**config.mk**
```make
export PLATFORM = sky130hd
export DESIGN_NAME = binary_to_n_decoder_pipelined
export DESIGN_NICKNAME = d
export VERILOG_FILES = /design/src/rtl/binary_to_n_decoder_pipelined.sv
export SDC_FILE = /design/constraint.sdc
export NUM_CORES = 1
export LEC_CHECK = 0
export ABC_AREA = 1
export CAP_MARGIN = 20
export CORE_AREA = 4 4 41 43
export DETAILED_ROUTE_END_ITERATION = 6
export DIE_AREA = 0 0 45 47
export DONT_BUFFER_PORTS = 1
export SKIP_LAST_GASP = 1
export SLEW_MARGIN = 20
export SYNTH_ARGS = -nofsm -noshare
export SYNTH_HDL_FRONTEND = slang
export SYNTH_SLANG_ARGS = --single-unit
```
**constraint.sdc**
```tcl
create_clock -name clock -period 1.2 [get_ports clock]
set_input_delay 0.12 -clock clock [delete_from_list [all_inputs] [get_ports clock]]
set_output_delay 0.12 -clock clock [all_outputs]
set_load 0.02 [all_outputs]
```
**src/rtl/binary_to_n_decoder_pipelined.sv**
```systemverilog
// Registered, offset-aware binary-to-one-hot decoder with hit/miss flags and a PIPE_DEPTH valid pipeline.
// Optional saturating miss counter and port miss_count enabled by `define BINARY_TO_N_DECODER_MISS_COUNT_EN.
module binary_to_n_decoder_pipelined #(
  parameter int unsigned BINARY_WIDTH     = 8,
  parameter int unsigned OUTPUT_WIDTH     = 8,
  parameter logic [63:0] BASE_ADDR        = 64'd0,
  parameter int unsigned PIPE_DEPTH       = 1,
  parameter bit          HOLD_LAST        = 1'b0,
  parameter int unsigned MISS_COUNT_WIDTH = 8
) (
  input  logic                        clock,
  input  logic                        clear,
  input  logic                        clock_enable,
  input  logic [BINARY_WIDTH-1:0]     in,
  input  logic                        in_valid,
  output logic [OUTPUT_WIDTH-1:0]     out,
  output logic                        out_valid,
  output logic                        out_hit,
  output logic                        out_miss
`ifdef BINARY_TO_N_DECODER_MISS_COUNT_EN
  ,
  output logic [MISS_COUNT_WIDTH-1:0] miss_count
`endif
);

  // Range compare is done wide enough that BASE_ADDR+OUTPUT_WIDTH never wraps.
  localparam int unsigned XW = 66;
  localparam logic [XW-1:0] BASE_X  = XW'(BASE_ADDR);
  localparam logic [XW-1:0] LIMIT_X = BASE_X + XW'(OUTPUT_WIDTH);
  localparam int unsigned LAST = PIPE_DEPTH - 1;

  if (BINARY_WIDTH < 1 || BINARY_WIDTH > 64) begin : g_bad_binary_width
    $error("BINARY_WIDTH must be 1..64");
  end
  if (OUTPUT_WIDTH < 1 || OUTPUT_WIDTH > 256) begin : g_bad_output_width
    $error("OUTPUT_WIDTH must be 1..256");
  end
  if (PIPE_DEPTH < 1 || PIPE_DEPTH > 4) begin : g_bad_pipe_depth
    $error("PIPE_DEPTH must be 1..4");
  end
  if (MISS_COUNT_WIDTH < 1) begin : g_bad_miss_count_width
    $error("MISS_COUNT_WIDTH must be at least 1");
  end

  logic [XW-1:0]           w_addr_x;
  logic [BINARY_WIDTH:0]   w_offset;
  logic                    w_hit;
  logic [OUTPUT_WIDTH-1:0] w_onehot;

  always_comb begin
    w_addr_x = XW'(in);
    w_offset = w_addr_x[BINARY_WIDTH:0] - BASE_X[BINARY_WIDTH:0];
    w_hit    = (w_addr_x >= BASE_X) && (w_addr_x < LIMIT_X);
    w_onehot = '0;
    if (in_valid && w_hit) begin
      w_onehot = OUTPUT_WIDTH'(1) << w_offset;
    end
  end

  logic [PIPE_DEPTH-1:0]                   r_valid = '0;
  logic [PIPE_DEPTH-1:0]                   r_hit   = '0;
  logic [PIPE_DEPTH-1:0][OUTPUT_WIDTH-1:0] r_out   = '0;
  logic [OUTPUT_WIDTH-1:0]                 r_held  = '0;

  always_ff @(posedge clock) begin
    if (clear) begin
      r_valid <= '0;
      r_hit   <= '0;
      r_out   <= '0;
    end else if (clock_enable) begin
      r_valid[0] <= in_valid;
      r_hit[0]   <= in_valid & w_hit;
      r_out[0]   <= w_onehot;
      for (int unsigned s = 1; s < PIPE_DEPTH; s++) begin
        r_valid[s] <= r_valid[s-1];
        r_hit[s]   <= r_hit[s-1];
        r_out[s]   <= r_out[s-1];
      end
    end
  end

  // Held value tracks the last valid final-stage word; a miss word is zero, so a miss clears it.
  always_ff @(posedge clock) begin
    if (clear) begin
      r_held <= '0;
    end else if (clock_enable && r_valid[LAST]) begin
      r_held <= r_out[LAST];
    end
  end

  always_comb begin
    out_valid = r_valid[LAST];
    out_hit   = r_valid[LAST] & r_hit[LAST];
    out_miss  = r_valid[LAST] & ~r_hit[LAST];
    out       = r_out[LAST];
    if (HOLD_LAST && !r_valid[LAST]) begin
      out = r_held;
    end
  end

`ifdef BINARY_TO_N_DECODER_MISS_COUNT_EN
  logic [MISS_COUNT_WIDTH-1:0] r_miss_count = '0;

  always_ff @(posedge clock) begin
    if (clear) begin
      r_miss_count <= '0;
    end else if (clock_enable && out_miss && (r_miss_count != '1)) begin
      r_miss_count <= r_miss_count + MISS_COUNT_WIDTH'(1);
    end
  end

  always_comb miss_count = r_miss_count;
`endif

endmodule

```
==> results.json <==
{
  "p_int_w": 0.000533,
  "slew_headroom_pct": 73.9,
  "root_buffer": "clkbuf_4",
  "path_delay_family": "flip-flops",
  "critical_path_arrival_ns": 0.99,
  "fin_skew_ns": 0,
  "power_switching_w": 0.000152,
  "drive_gt1_share_pct": 13.8,
  "dp.final_hpwl_um": 806,
  "synth-seq-cells": 10,
  "port_buffers": 0,
  "rsz0062_at_grt": "no",
  "grt_antenna_before_repair": 0,
  "nets": 93,
  "drt_iter0_drc": 6,
  "min_to": "out_valid",
  "p_per_area_mw_per_mm2": 1190,
  "slowest_delay_ns": 0.37,
  "maxCapViolCount": 0,
  "dr.pass1.iters": 4,
  "wl_per_cell_um": 11.5,
  "path_cells": "inv_1 > nor2_1",
  "sequentialPowerShare_pct": 49.0,
  "synthToLayoutAreaGrowth_pct": 13.3,
  "die_x_um": 45,
  "critPathBufInv": 1,
  "grt_start_max_net_pins": 11,
  "vias": 451,
  "place_congestion": 0.814,
  "die-area_mm2": 0.00212,
  "coreArea_mm2": 0.00130,
  "netlist_instances": 75,
  "setup_tns_ns": 0,
  "yosysUniqueCellTypes": 13,
  "reg2reg_setup_slack_ns": 0.41,
  "cts_num_sinks": 10,
  "synth_top_area_share_pct": 39.4,
  "peakVddDrop_uv": 676,
  "seq_area_frac_synth_pct": 39.4,
  "p_leak_nw": 0.231,
  "status": "finished clean",
  "cts.clk_slew.worst_paths_ns": 0.07,
  "clock_path_buffers": 2,
  "endpoint_kind": "output pin",
  "netSwitchingFraction_pct": 22.1,
  "fin_crit_ns": 1.11,
  "ios": 23,
  "fp-row-count": 13,
  "slowest_stage": "dfxtp_1",
  "reg2reg_depth": 4,
  "pwr-share-clk_pct": 44.5,
  "r2r-start": "out[2]",
  "hold_viol": 0,
  "grt_pass1_vias": 423,
  "initial_core_util_pct": 39.0,
  "post_cts_buffers": 0,
  "max_freq_mhz": 903,
  "rr_endpoint": "out[2]",
  "cts_buffers": 3,
  "setup.worst_path.class": "flop to output pin",
  "min_period_over_period_pct": 92.3,
  "crit_fanout": 4,
  "synth_top_area_cell": "dfxtp_1",
  "layoutNonFillerInstCount": 95,
  "vias_per_cell": 4.75,
  "setup_violations": 0,
  "slew_viol_final": 0,
  "ys_top_cells_by_area": "dfxtp_1 (39%), nor2_1 (24%), inv_1 (10%)",
  "cts-htree-levels": 1,
  "place_inst": 89,
  "required_ns": 1.08,
  "yosysWarnings": 0,
  "wirelength_um": 1090,
  "ant_nets": 0,
  "cp-start-kind": "flop",
  "synth_area_per_cell_um2": 6.77,
  "synthesis.area_um2": 508,
  "overflow": 0,
  "cts_tree": "built",
  "min_path_type": "input port to flop",
  "clk_latency_ns": 0.26,
  "tightest_slew_ns": 0.390,
  "num_antenna_cells": 0,
  "synth_nets": 87,
  "fill_cells": 147,
  "combPwrFrac_pct": 6.5,
  "grt_usage_pct": 12.0,
  "die-height_um": 47,
  "drc": 0,
  "hold-path-cell-count": 2,
  "hold_start": "in_valid",
  "grt_pass1_wl_um": 1790
}
[metrics by stage]
step / util [%] / setup WS (ns) / cell area (µm²) / total power, W / hold slack (ns)
floorplan: - / 0.280 / 508 / 0.000381 / 0.286
global placement: 39.9 / 0.340 / 519 / 0.000375 / 0.191
detailed placement: 39.9 / 0.305 / 519 / 0.000376 / 0.193
CTS: 44.2 / 0.0856 / 576 / 0.000694 / 0.00890
global route: 44.2 / 0.00861 / 576 / 0.000714 / 0.0242
finish: 44.2 / 0.0929 / 576 / 0.000685 / 0.0143
[power groups by stage]
stage          combinational, W  clock, W  sequential [W]
2_1_floorplan         0.0000356         0        0.000345
3_3_place_gp          0.0000318         0        0.000343
3_5_place_dp          0.0000333         0        0.000343
4_1_cts               0.0000448  0.000314        0.000335
5_1_grt               0.0000489  0.000330        0.000336
6_report              0.0000448  0.000305        0.000335
[registers in the layout, summed over array words and instances (netlist names)]
register and flops:
out_valid 1, r_hit 1, out 8
[synthesized netlist by cell type]
master,count
nand4_2,2
nand3_1,1
nand2_4,1
nor2_1,33
dfxtp_1,10
inv_1,14
nand4_1,4
buf_6,1
nand2_1,3
a21oi_1,2
clkbuf_1,1
nor2_4,2
nor2_2,1
[worst max-delay path by stage]
stage / end / cells past startpoint / slack [ns] / from
6_report: out_miss / 2 / 0.09 / out_valid
2_1_floorplan: out_miss / 2 / 0.28 / out_valid
5_1_grt: out[5] / 7 / 0.009 / clock_enable
4_1_cts: out_miss / 2 / 0.09 / out_valid
3_5_place_dp: out[6] / 5 / 0.30 / in[4]
3_3_place_gp: out[1] / 5 / 0.34 / in[4]
[cell usage in the layout (no fill, tap or decap), drive strengths merged]
master       instances
nor2                36
inv                 14
dfxtp               10
nand4                6
nand2                4
clkbuf               4
a21oi                2
dlygate4sd3          2
nand3                1
buf                  1
[worst register-to-register path: stages (launching register included)]
cell and delay (ns):
dfxtp_1 0.45, inv_1 0.07, nor2_1 0.09, nor2_1 0.05, nor2_1 0.08
[kinds of logic (layout without fill, tap and decap cells)]
kind of cell	after synthesis	in the layout	synth area share [%]
AO/OA/AOI/OAI	2	2	1.97
flip-flops	10	10	39.4
AND/OR/NAND/NOR	47	47	45.3
buffers and inverters	16	21	13.3
[repair_timing]
item,CTS,global route
hold endpoints to repair,10,0
gates resized for setup,0,0
hold buffers,2,0
[routing by layer]
metal / global-route usage (%) / up-vias / share of wire, %
met5: 0 / - / 0
met4: 7.02 / 0 / 1.7
met3: 5.75 / 4 / 14
met2: 17.5 / 22 / 42
met1: 14.3 / 189 / 42
li1: - / 236 / -
[area by class of cell]
type	instances	area, µm²	share of cell area [%]
Multi-Input combinational cell	49	240	41.7
Sequential cell	10	200	34.8
Inverter	14	52.6	9.13
Clock buffer	4	36.3	6.30
Timing Repair Buffer	3	27.5	4.78
Tap cell	15	18.8	3.26
Note: power is estimated with default switching activity, not from simulation.
